==> src/rtl/fetch_unit.sv <==
// Instruction-fetch stage: owns the PC, handshakes with instruction memory and
// drives the IF/ID register, inserting NOP bubbles on slow memory or redirect.
module fetch_unit #(
    parameter logic [15:0] RESET_PC  = 16'h0000,
    parameter logic [15:0] NOP_INSTR = 16'h0000
) (
    input  logic        clk,
    input  logic        rst,
    input  logic        stall_in,
    input  logic        redirect_in,
    input  logic [15:0] redirect_pc_in,
    output logic        imem_req_out,
    output logic [15:0] imem_addr_out,
    input  logic        imem_ack_in,
    input  logic [15:0] imem_data_in,
    output logic [15:0] instruc_out,
    output logic [15:0] pc_out,
    output logic        valid_out
);

    typedef enum logic {
        S_FETCH = 1'b0,
        S_HOLD  = 1'b1
    } state_t;

    state_t      r_state;
    state_t      w_state_nxt;
    logic [15:0] r_pc;
    logic [15:0] w_pc_nxt;
    logic [15:0] w_pc_inc;
    logic [15:0] r_hold_buf;
    logic [15:0] w_hold_buf_nxt;
    logic [15:0] r_hold_pc;
    logic [15:0] w_hold_pc_nxt;
    logic [15:0] r_instr;
    logic [15:0] w_instr_nxt;
    logic [15:0] r_pc_out;
    logic [15:0] w_pc_out_nxt;
    logic        r_valid;
    logic        w_valid_nxt;

    assign w_pc_inc = r_pc + 16'd1;

    always_comb begin
        // NOTE: every signal assigned here gets its hold value first, so no path can infer a latch.
        w_state_nxt    = r_state;
        w_pc_nxt       = r_pc;
        w_hold_buf_nxt = r_hold_buf;
        w_hold_pc_nxt  = r_hold_pc;
        w_instr_nxt    = r_instr;
        w_pc_out_nxt   = r_pc_out;
        w_valid_nxt    = r_valid;

        if (redirect_in) begin
            // Redirect outranks stall and ack: any same-cycle ack and held word are discarded.
            w_state_nxt = S_FETCH;
            w_pc_nxt    = redirect_pc_in;
            w_instr_nxt = NOP_INSTR;
            w_valid_nxt = 1'b0;
        end else begin
            case (r_state)
                S_FETCH: begin
                    if (imem_ack_in) begin
                        if (stall_in) begin
                            w_hold_buf_nxt = imem_data_in;
                            w_hold_pc_nxt  = r_pc;
                            w_state_nxt    = S_HOLD;
                        end else begin
                            w_instr_nxt  = imem_data_in;
                            w_pc_out_nxt = r_pc;
                            w_valid_nxt  = 1'b1;
                            w_pc_nxt     = w_pc_inc;
                        end
                    end else if (!stall_in) begin
                        w_instr_nxt = NOP_INSTR;
                        w_valid_nxt = 1'b0;
                    end
                end
                S_HOLD: begin
                    if (!stall_in) begin
                        w_instr_nxt  = r_hold_buf;
                        w_pc_out_nxt = r_hold_pc;
                        w_valid_nxt  = 1'b1;
                        w_pc_nxt     = w_pc_inc;
                        w_state_nxt  = S_FETCH;
                    end
                end
                default: w_state_nxt = S_FETCH;
            endcase
        end
    end

    // NOTE: the hold buffer carries no reset; it is only read in HOLD, which is always entered by writing it.
    always_ff @(posedge clk) begin
        r_hold_buf <= w_hold_buf_nxt;
        r_hold_pc  <= w_hold_pc_nxt;
    end

    // NOTE: sequential state uses non-blocking assignments so every register samples pre-edge values.
    always_ff @(posedge clk) begin
        if (rst) begin
            r_state  <= S_FETCH;
            r_pc     <= RESET_PC;
            r_instr  <= NOP_INSTR;
            r_pc_out <= 16'h0000;
            r_valid  <= 1'b0;
        end else begin
            r_state  <= w_state_nxt;
            r_pc     <= w_pc_nxt;
            r_instr  <= w_instr_nxt;
            r_pc_out <= w_pc_out_nxt;
            r_valid  <= w_valid_nxt;
        end
    end

    assign imem_req_out  = (r_state == S_FETCH) && !rst;
    assign imem_addr_out = r_pc;
    assign instruc_out   = r_instr;
    assign pc_out        = r_pc_out;
    assign valid_out     = r_valid;

endmodule

==> config.mk <==
export PLATFORM = sky130hd
export DESIGN_NAME = fetch_unit
export DESIGN_NICKNAME = d
export VERILOG_FILES = /design/src/rtl/fetch_unit.sv
export SDC_FILE = /design/constraint.sdc
export NUM_CORES = 1
export LEC_CHECK = 0
export CAP_MARGIN = 20
export CORE_MARGIN = 2
export CORE_UTILIZATION = 50
export CTS_BUF_LIST = sky130_fd_sc_hd__clkbuf_8
export CTS_CLUSTER_DIAMETER = 200
export CTS_CLUSTER_SIZE = 24
export DETAILED_ROUTE_END_ITERATION = 10
export PLACE_DENSITY = 0.83
export SYNTH_ARGS = -nofsm -noshare
export SYNTH_HDL_FRONTEND = slang
export SYNTH_SLANG_ARGS = --single-unit
==> constraint.sdc <==
create_clock -name clk -period 8.1 [get_ports clk]
set_clock_uncertainty 0.15 [all_clocks]
set_input_delay 2.025 -clock clk [delete_from_list [all_inputs] [get_ports clk]]
set_output_delay 2.025 -clock clk [all_outputs]
set_load 0.02 [all_outputs]
# Word-level counts from Yosys, hierarchy flattened
# Cells that the tools add are included.
# Widths: inputs -> output; s select.
[classes]
reduce_logical = 6
addsub = 1
bitwise_logic = 2
muxes = 20
eq_ne = 5
[ops]
columns = ["operator", "count"]
rows = [
  ["$mux 16", 10],
  ["$pmux 16 s2", 3],
  ["$add 16x1->16 const B", 1],
  ["$reduce_and 4->1", 2],
  ["$ne 2x2->1 const B", 3],
  ["$ne 3x3->1 const B", 2],
  ["$mux 1", 5],
  ["$pmux 1 s2", 2],
  ["$not 1->1", 2],
  ["$reduce_and 2->1", 1],
  ["$reduce_or 2->1", 1],
  ["$logic_and 1x1->1", 1],
  ["$logic_not 1->1", 1],
]
[totals]
input_bits = 37
ff_bits = 82
output_inout_bits = 50
elab_cells = 41

# Logic depth before layout (Yosys ltp)
# Gate-level depths: netlist (run 1).
[depth]
ltp_word = 5
depth_mapped = 6
depth_no_buf = 5

# Worst setup path after synthesis (run 1)
# Ideal clock, no wire load.
[synth_path]
path_type = "input -> register"
start = "input port stall_in"
end = "register r_hold_buf[0] (enable)"
arrival_time_ns = 5.725
setup_slack_ns = 1.723
stages = 3
setup_time_ns = 0.502
t_required_ns = 7.448
n_path_buf = 2
path_cell_list = "clkbuf_1 clkbuf_1 nor4bb_1"
[synth_between]
elab_chain_len = 1
[synth_rtl]
columns = ["item", "line_no", "source"]
rows = [
  ["from (decl)", "9", "input logic stall_in,"],
  ["$reduce_and 4->1 (no source line)", "-", ""],
  ["to (signal assigned)", "95", "r_hold_buf <= w_hold_buf_nxt;"],
  ["to (decl)", "31", "logic [15:0] r_hold_buf;"],
]
# No other way between the ends.
# A chain may end at the register's enable or synchronous reset.

# Final worst setup path (run 1)
[layout_path]
start = "input port rst"
end = "output port imem_req_out"
[layout_between]
elab_chain_len = 2
[layout_rtl]
columns = ["item", "line_no", "source"]
rows = [
  ["from (decl)", "8", "input logic rst,"],
  ["$logic_not 1->1", "116", "assign imem_req_out = (r_state == S_FETCH) && !rst;"],
  ["$logic_and 1x1->1", "116", ""],
  ["to (decl)", "12", "output logic imem_req_out,"],
]
# No other way between the ends.

==> flow_metrics.env, run 1 <==
export IMPL_cts_hold_buffers=0
export IMPL_seqPwrFrac_pct=47.9
export IMPL_async_flop_share_pct=0
export IMPL_port_buffers=86
export IMPL_cp_start_kind="input port"
export IMPL_hp_start="instruc_out[7]"
export IMPL_layout_drive_gt1_share_pct=8.20
export IMPL_core_region_area_mm2=0.00642
export IMPL_regArea_mm2=0.00196
export IMPL_reg2regPathDepth=5
export IMPL_reg2reg_from="r_state"
export IMPL_cts_htree_levels=3
export IMPL_fin_crit_sh_pct=69.2
export IMPL_powerDensity_mw_per_mm2=215
export IMPL_relSlewSlack_pct=31.8
export IMPL_max_clock_path_buffers=2
export IMPL_drtAntennaViolNets=0
export IMPL_nFillCells=457
export IMPL_synthToLayoutAreaGrowth_pct=34.8
export IMPL_syn_area_per_cell_um2=11.4
export IMPL_synth_area_top_cells="dfxtp_1, edfxtp_1, a211oi_1"
export IMPL_fmax_mhz=179
export IMPL_viasPerCell=5.78
export IMPL_slew_viol_final=0
export IMPL_tns_ns=0
export IMPL_ys_ff_latch=82
export IMPL_dp_slack_ns=2.52
export IMPL_vias=2630
export IMPL_holdPathStages=2
export IMPL_end_kind="output port"
export IMPL_cts_sinks=82
export IMPL_p_clk_share_pct=40.3
export IMPL_worstPathMaxFanout=53
export IMPL_nets=411
export IMPL_p_int_uw=751
export IMPL_dr_pass1_iters=5
export IMPL_crit_arrival_ns=3.43
export IMPL_finalCriticalPeriod_ns=5.60
export IMPL_die_height_um=86.1
export IMPL_start_util_pct=52.5
export IMPL_path_class="in2out"
export IMPL_track_usage_pct=21.6
export IMPL_cts_tree="built"
export IMPL_grt_pass1_vias=2485
export IMPL_p_sw_uw=228
export IMPL_power_uw=979
export IMPL_grt_max_degree=54
export IMPL_synth_seq_area_share_pct=58.2
export IMPL_gp_congestion=0.817
export IMPL_hold_viol_final=0
export IMPL_synth_most_common_cell="dfxtp_1"
export IMPL_layout_cells_non_filler=455
export IMPL_dpl_cell_count=438
export IMPL_crit_chain="buf_2 > nor2_1 > clkdlybuf4s50_1"
export IMPL_cts_resized=0
export IMPL_io_pins=87
export IMPL_drt_iter0_drc=216
export IMPL_syn_area_mm2=0.00337
export IMPL_synth_cell_types=42
export IMPL_yosysTopAreaCellShare_pct=29.7
export IMPL_overflow=0
export IMPL_setup_viol=0
export IMPL_synthCells=296
export IMPL_worstMarginPinSlew_ns=1.02
export IMPL_grt_pass1_wl_mm=12.6
export IMPL_synth_top_area_cell="dfxtp_1"
export IMPL_placementRows=29
export IMPL_insertion_delay_ns=0.35
export IMPL_min_to="instruc_out[7]"
export IMPL_synthFlopType="dfxtp_1"
export IMPL_wire_per_inst_um=17.4
export IMPL_chipWidth_um=86.1
export IMPL_clk_pin_slew_ns=0.08
export IMPL_antenna_found_initial=0
export IMPL_fin_ws_ns=2.50
export IMPL_hp_class="reg2reg"
export IMPL_clockRootBuffer="clkbuf_8"
export IMPL_rsz0062_at_grt="false"
export IMPL_switching_share_pct=23.3
export IMPL_synth_edf_count=32
export IMPL_ys_warn_count=0
export IMPL_cts_setup_buffers=0
export IMPL_antenna_cells=0
export IMPL_hpwlAfterDp_mm=5.00
export IMPL_ir_worst_vdd_v=0.000105
export IMPL_slowest_delay_ns=0.70
export IMPL_slowest_stage="buf_2"
export IMPL_status="finished clean"
export IMPL_cts_buffers=9
export IMPL_dieArea_mm2=0.00742
export IMPL_routed_wl_mm=7.94
export IMPL_p_leak_uw=0.00144
export IMPL_maxCapViolCount=0
export IMPL_cp_data_required_time_ns=5.93
export IMPL_multi_input_area_mm2=0.00125
export IMPL_yosys_top_cells_count="dfxtp_1, nor2_1, edfxtp_1"
export IMPL_r2r_end="pc_out[2]"
export IMPL_remaining_drc_errors=0
export IMPL_combPwrFrac_pct=11.9
export IMPL_rrSetupSlack_ns=5.77
export IMPL_synth_nets=334
[layout by cell type (no fill, tap or decap), types with 2 or more instances in the layout]
cell and instances:
nor2_1 33, nor3_1 8, nand2_1 8, a2111oi_0 15
nand3_1 2, a21oi_1 4, buf_4 2, clkbuf_8 10
clkdlybuf4s50_1 85, a211oi_1 28, nand4_1 4, nor4_2 2
dfxtp_1 49, inv_1 19, xor2_1 3, mux2i_1 17
a221oi_1 15, xnor2_1 10, nor4_1 2, bufinv_16 4
edfxtp_1 32
[how the worst max path moves through the flow]
stage                         from             to  slack (ns)  cells past startpoint
final                          rst   imem_req_out        2.50                      3
after global routing           rst   imem_req_out        2.40                      3
after CTS                      rst   imem_req_out        2.52                      3
after detailed placement       rst   imem_req_out        2.52                      3
after global placement         rst   imem_req_out        2.52                      3
after floorplan           stall_in  r_hold_buf[0]        1.72                      3
[worst max-delay path: cells and delay by family]
family	cells	cell delay [ns]
buffers and inverters	2	1.27
AND/OR/NAND/NOR	1	0.08
[sequential cells by signal, indices dropped and copies added (netlist names)]
signal / cells
imem_addr_out: 16
instruc_out: 16
pc_out: 16
valid_out: 1
r_hold_buf: 16
r_state: 1
r_hold_pc: 16
[final cells by class]
type / count / share of cell area [%]
Clock buffer: 10 / 3.03
Clock inverter: 6 / 3.00
Timing Repair Buffer: 89 / 19.5
Multi-Input combinational cell: 171 / 27.6
Tap cell: 77 / 2.12
Inverter: 20 / 1.65
Sequential cell: 82 / 43.2
[logic make-up after synthesis]
kind of cell	share of synthesized area [%]
adders and majority gates	0.371
DFF	58.2
and+or+nand+nor	10.6
muxes	5.04
buffers and inverters	5.12
xor gates and xnor gates	3.38
AOI/OAI and AO/OA	17.3
[power by group through the flow]
stage | Sequential (uW) | Combinational (uW) | Clock [uW]
after floorplan | 487 | 45.4 | 0
after global placement | 477 | 112 | 0
after detailed placement | 477 | 115 | 0
final | 469 | 116 | 394
after CTS | 468 | 116 | 397
after global routing | 471 | 125 | 412
[layer usage]
metal | vias up | global-route usage (%) | wire, um
li1 | 1274 | - | -
met3 | 10 | 3.56 | 324
met4 | 0 | 8.08 | 126
met1 | 1270 | 29.5 | 3500
met5 | - | 0 | 0
met2 | 76 | 34.7 | 3990
[stage by stage]
step / utilization [%] / area [um^2] / hold WS (ns)
final: 70.8 / 4550 / 0.326
after global placement: 66.3 / 4260 / 0.313
after global routing: 70.8 / 4550 / 0.365
after detailed placement: 66.3 / 4260 / 0.316
after CTS: 70.6 / 4530 / 0.329
after floorplan: - / 3370 / 0.399
No activity file was read; power rests on OpenSTA's default activity.
==> run 2, diff against run 1 <==
Clock period 8.1 ns to 5.2 ns, I/O delays scaled along.
==> flow_metrics.env, run 2 (same netlist as run 1, synthesis figures left out) <==
export IMPL_dpl_cell_count=441
export IMPL_ir_worst_vdd_v=0.000196
export IMPL_path_class="in2out"
export IMPL_antenna_found_initial=0
export IMPL_drtAntennaViolNets=0
export IMPL_cp_data_required_time_ns=3.75
export IMPL_combPwrFrac_pct=12.5
export IMPL_cts_tree="built"
export IMPL_antenna_cells=0
export IMPL_switching_share_pct=23.7
export IMPL_end_kind="output port"
export IMPL_seqPwrFrac_pct=50.5
export IMPL_viasPerCell=5.81
export IMPL_routed_wl_mm=7.92
export IMPL_synthToLayoutAreaGrowth_pct=33.8
export IMPL_relSlewSlack_pct=35.4
export IMPL_dieArea_mm2=0.00742
export IMPL_p_leak_uw=0.00144
export IMPL_die_height_um=86.1
export IMPL_dp_slack_ns=1.59
export IMPL_placementRows=29
export IMPL_crit_chain="buf_2 > nor2_1 > clkdlybuf4s50_1"
export IMPL_fin_hold_ws_ns=0.330
export IMPL_fmax_mhz=279
export IMPL_p_int_uw=1100
export IMPL_worstMarginPinSlew_ns=0.970
export IMPL_core_region_area_mm2=0.00642
export IMPL_cts_resized=0
export IMPL_io_pins=87
export IMPL_layout_common_cells="clkdlybuf4s50_1, dfxtp_1, nor2_1, edfxtp_1, a211oi_1"
export IMPL_cts_buffers=9
export IMPL_slew_viol_final=0
export IMPL_status="finished clean"
export IMPL_cp_start_kind="input port"
export IMPL_remaining_drc_errors=0
export IMPL_port_buffers=86
export IMPL_hold_viol_final=0
export IMPL_layout_cells_non_filler=457
export IMPL_p_sw_uw=343
export IMPL_maxCapViolCount=0
export IMPL_dr_pass1_iters=4
export IMPL_vias=2654
export IMPL_worstPathMaxFanout=2
export IMPL_clockRootBuffer="clkbuf_8"
export IMPL_cts_hold_buffers=0
export IMPL_power_uw=1450
export IMPL_insertion_delay_ns=0.34
export IMPL_tns_ns=0
export IMPL_max_clock_path_buffers=2
export IMPL_finalCriticalPeriod_ns=3.59
export IMPL_regArea_mm2=0.00196
export IMPL_grt_max_degree=53
export IMPL_grt_pass1_wl_mm=13.1
export IMPL_nets=413
export IMPL_cts_sinks=82
export IMPL_hpwlAfterDp_mm=5.20
export IMPL_layout_drive_gt1_share_pct=8.42
export IMPL_start_util_pct=52.5
export IMPL_slowest_stage="clkdlybuf4s50_1"
export IMPL_final_common_cell="clkdlybuf4s50_1"
export IMPL_p_clk_share_pct=37.0
export IMPL_fin_ws_ns=1.61
export IMPL_gp_congestion=0.821
export IMPL_powerDensity_mw_per_mm2=320
export IMPL_nFillCells=465
export IMPL_cts_setup_buffers=0
export IMPL_grt_pass1_vias=2636
export IMPL_clk_pin_slew_ns=0.08
export IMPL_cts_htree_levels=3
export IMPL_crit_arrival_ns=2.14
export IMPL_rsz0062_at_grt="false"
export IMPL_multi_input_area_mm2=0.00125
export IMPL_slowest_delay_ns=0.63
export IMPL_overflow=0
export IMPL_fin_crit_sh_pct=69.0
export IMPL_setup_viol=0
export IMPL_track_usage_pct=22.6
export IMPL_hp_class="reg2reg"
export IMPL_wire_per_inst_um=17.3
export IMPL_chipWidth_um=86.1
export IMPL_drt_iter0_drc=228
-- run 2: area by class of cell --
type	count	area share, %
Clock buffer	9	2.74
Sequential cell	82	43.5
Inverter	20	1.66
Timing Repair Buffer	91	19.8
Multi-Input combinational cell	171	27.8
Tap cell	77	2.13
Clock inverter	7	2.41
-- run 2: stage by stage --
step,utilization (%),area [um^2]
after floorplan,-,3380
after global placement,66.7,4280
after detailed placement,66.7,4280
after CTS,70.3,4510
after global routing,70.3,4510
final,70.3,4510
-- run 2: path summary, 6_finish.rpt --
| check | startpoint | cells past startpoint | end | slack, ns |
|---|---|---|---|---|
| worst max-delay path | rst | 3 | imem_req_out | 1.61 |
| worst min-delay path | instruc_out[3] | 2 | instruc_out[3] | 0.33 |
| worst max register to register | r_state | 4 | imem_addr_out[11] | 2.99 |
| worst min register to register | instruc_out[3] | 2 | instruc_out[3] | 0.33 |
-- run 2: power groups by stage --
stage | Sequential (uW) | Clock [uW] | Combinational [uW]
after floorplan | 759 | 0 | 71.1
after global placement | 742 | 0 | 176
after detailed placement | 744 | 0 | 181
after CTS | 729 | 541 | 182
after global routing | 734 | 569 | 196
final | 730 | 535 | 181
-- run 2: worst max-delay path: cells and delay by family --
family	cells	cell delay, ns
buf+inv	2	0.74
simple gates	1	0.10
-- run 2: metal layers --
layer  up-vias  track usage, %  part of all wire, %
met5         -               0                    0
met4         0            9.24                  1.6
met3        11            3.66                  5.4
met2        95            36.1                   49
met1      1275            30.7                   44
li1       1273               -                    -
==> run 3, diff against run 2 <==
Clock period 5.2 ns to 3.5 ns, I/O delays scaled along.
==> flow_metrics.env, run 3 (same netlist as run 1, synthesis figures left out) <==
export IMPL_status="finished clean"
export IMPL_cts_sinks=82
export IMPL_gp_congestion=0.824
export IMPL_cts_resized=0
export IMPL_hp_class="reg2reg"
export IMPL_core_region_area_mm2=0.00642
export IMPL_hold_viol_final=0
export IMPL_relSlewSlack_pct=62.9
export IMPL_cts_hold_buffers=0
export IMPL_path_class="in2out"
export IMPL_hp_start="instruc_out[5]"
export IMPL_ir_worst_vdd_v=0.000273
export IMPL_crit_arrival_ns=1.69
export IMPL_port_buffers=86
export IMPL_slowest_delay_ns=0.62
export IMPL_crit_chain="buf_2 > nor2_1 > clkdlybuf4s50_1"
export IMPL_track_usage_pct=21.3
export IMPL_drt_iter0_drc=181
export IMPL_worstPathMaxFanout=2
export IMPL_cp_start_kind="input port"
export IMPL_grt_pass1_wl_mm=12.4
export IMPL_rrSetupSlack_ns=1.33
export IMPL_overflow=0
export IMPL_max_clock_path_buffers=2
export IMPL_antenna_found_initial=0
export IMPL_regArea_mm2=0.00196
export IMPL_cts_htree_levels=3
export IMPL_synthToLayoutAreaGrowth_pct=33.4
export IMPL_power_uw=2040
export IMPL_r2r_end="instruc_out[2]"
export IMPL_p_leak_uw=0.00142
export IMPL_wire_per_inst_um=16.8
export IMPL_cts_buffers=9
export IMPL_vias=2578
export IMPL_grt_pass1_vias=2547
export IMPL_tns_ns=0
export IMPL_hpwlAfterDp_mm=5.17
export IMPL_dr_pass1_iters=4
export IMPL_multi_input_area_mm2=0.00125
export IMPL_placementRows=29
export IMPL_cp_data_required_time_ns=2.47
export IMPL_die_height_um=86.1
export IMPL_maxCapViolCount=0
export IMPL_reg2reg_from="r_state"
export IMPL_insertion_delay_ns=0.34
export IMPL_io_pins=87
export IMPL_remaining_drc_errors=0
export IMPL_final_common_cell="clkdlybuf4s50_1"
export IMPL_clockRootBuffer="clkbuf_8"
export IMPL_dieArea_mm2=0.00742
export IMPL_routed_wl_mm=7.72
export IMPL_slowest_stage="clkdlybuf4s50_1"
export IMPL_fin_crit_sh_pct=77.7
export IMPL_nets=415
export IMPL_powerDensity_mw_per_mm2=453
export IMPL_cts_tree="built"
export IMPL_clk_pin_slew_ns=0.09
export IMPL_layout_drive_gt1_share_pct=9.16
export IMPL_worstMarginPinSlew_ns=0.556
export IMPL_cts_setup_buffers=0
export IMPL_slew_viol_final=0
export IMPL_nFillCells=472
export IMPL_crit_end="imem_req_out"
export IMPL_fmax_mhz=368
export IMPL_drtAntennaViolNets=0
export IMPL_grt_max_degree=53
export IMPL_end_kind="output port"
export IMPL_chipWidth_um=86.1
export IMPL_worstSetupPathDepth=3
export IMPL_layout_common_cells="clkdlybuf4s50_1, dfxtp_1, nor2_1, edfxtp_1, a211oi_1"
export IMPL_cp_num_buf_inv=2
export IMPL_setup_viol=0
export IMPL_finalCriticalPeriod_ns=2.72
export IMPL_crit_path_start="rst"
export IMPL_viasPerCell=5.62
export IMPL_rsz0062_at_grt="false"
export IMPL_start_util_pct=52.5
export IMPL_crit_family="buffers and inverters"
export IMPL_reg2regPathDepth=4
export IMPL_antenna_cells=0
[run 3: report_power, final]
group          internal [uW]  total (uW)  switching (uW)
clock network            334         686             352
registers               1040        1080            42.3
logic                    136         274             138
total                   1510        2040             533
[run 3: worst min-delay path, delay by kind of cell (launching register included)]
kind	cells	cell delay, ns
AO/OA/AOI/OAI	1	0.07
flip-flops	1	0.32
buffers and inverters	1	0.04
[run 3: cell type report]
cell class / instances / area share (%)
inverters: 20 / 1.67
clock inverters: 7 / 1.78
clock buffers: 9 / 2.75
multi-input cells: 171 / 27.9
well taps: 77 / 2.14
flip-flops and latches: 82 / 43.6
repair buffers: 93 / 20.2
[run 3: through the flow]
step	worst slack (ns)	std cells	util, %	instance area [um^2]	hold slack [ns]
after global routing	0.716	459	70.1	4500	0.363
after detailed placement	0.521	443	66.9	4300	0.322
final	0.782	459	70.1	4500	0.335
after floorplan	0.311	296	-	3390	0.399
after CTS	0.777	459	70.1	4500	0.336
after global placement	0.709	443	66.9	4300	0.312
[run 3: routing by layer]
metal / vias to the layer above / part of all wire, % / track usage, %
li1: 1282 / - / -
met1: 1208 / 44 / 29.3
met2: 78 / 49 / 34.2
met3: 10 / 5.5 / 3.18
met4: 0 / 1.3 / 7.94
met5: - / 0 / 0
[run 3: worst min-delay path by stage]
stage                     cells past startpoint  slack, ns         endpoint
after floorplan                               2       0.40   instruc_out[0]
after global routing                          2       0.36   instruc_out[5]
final                                         2       0.33   instruc_out[5]
after detailed placement                      2       0.32   instruc_out[5]
after CTS                                     2       0.34   instruc_out[5]
after global placement                        2       0.31  instruc_out[12]
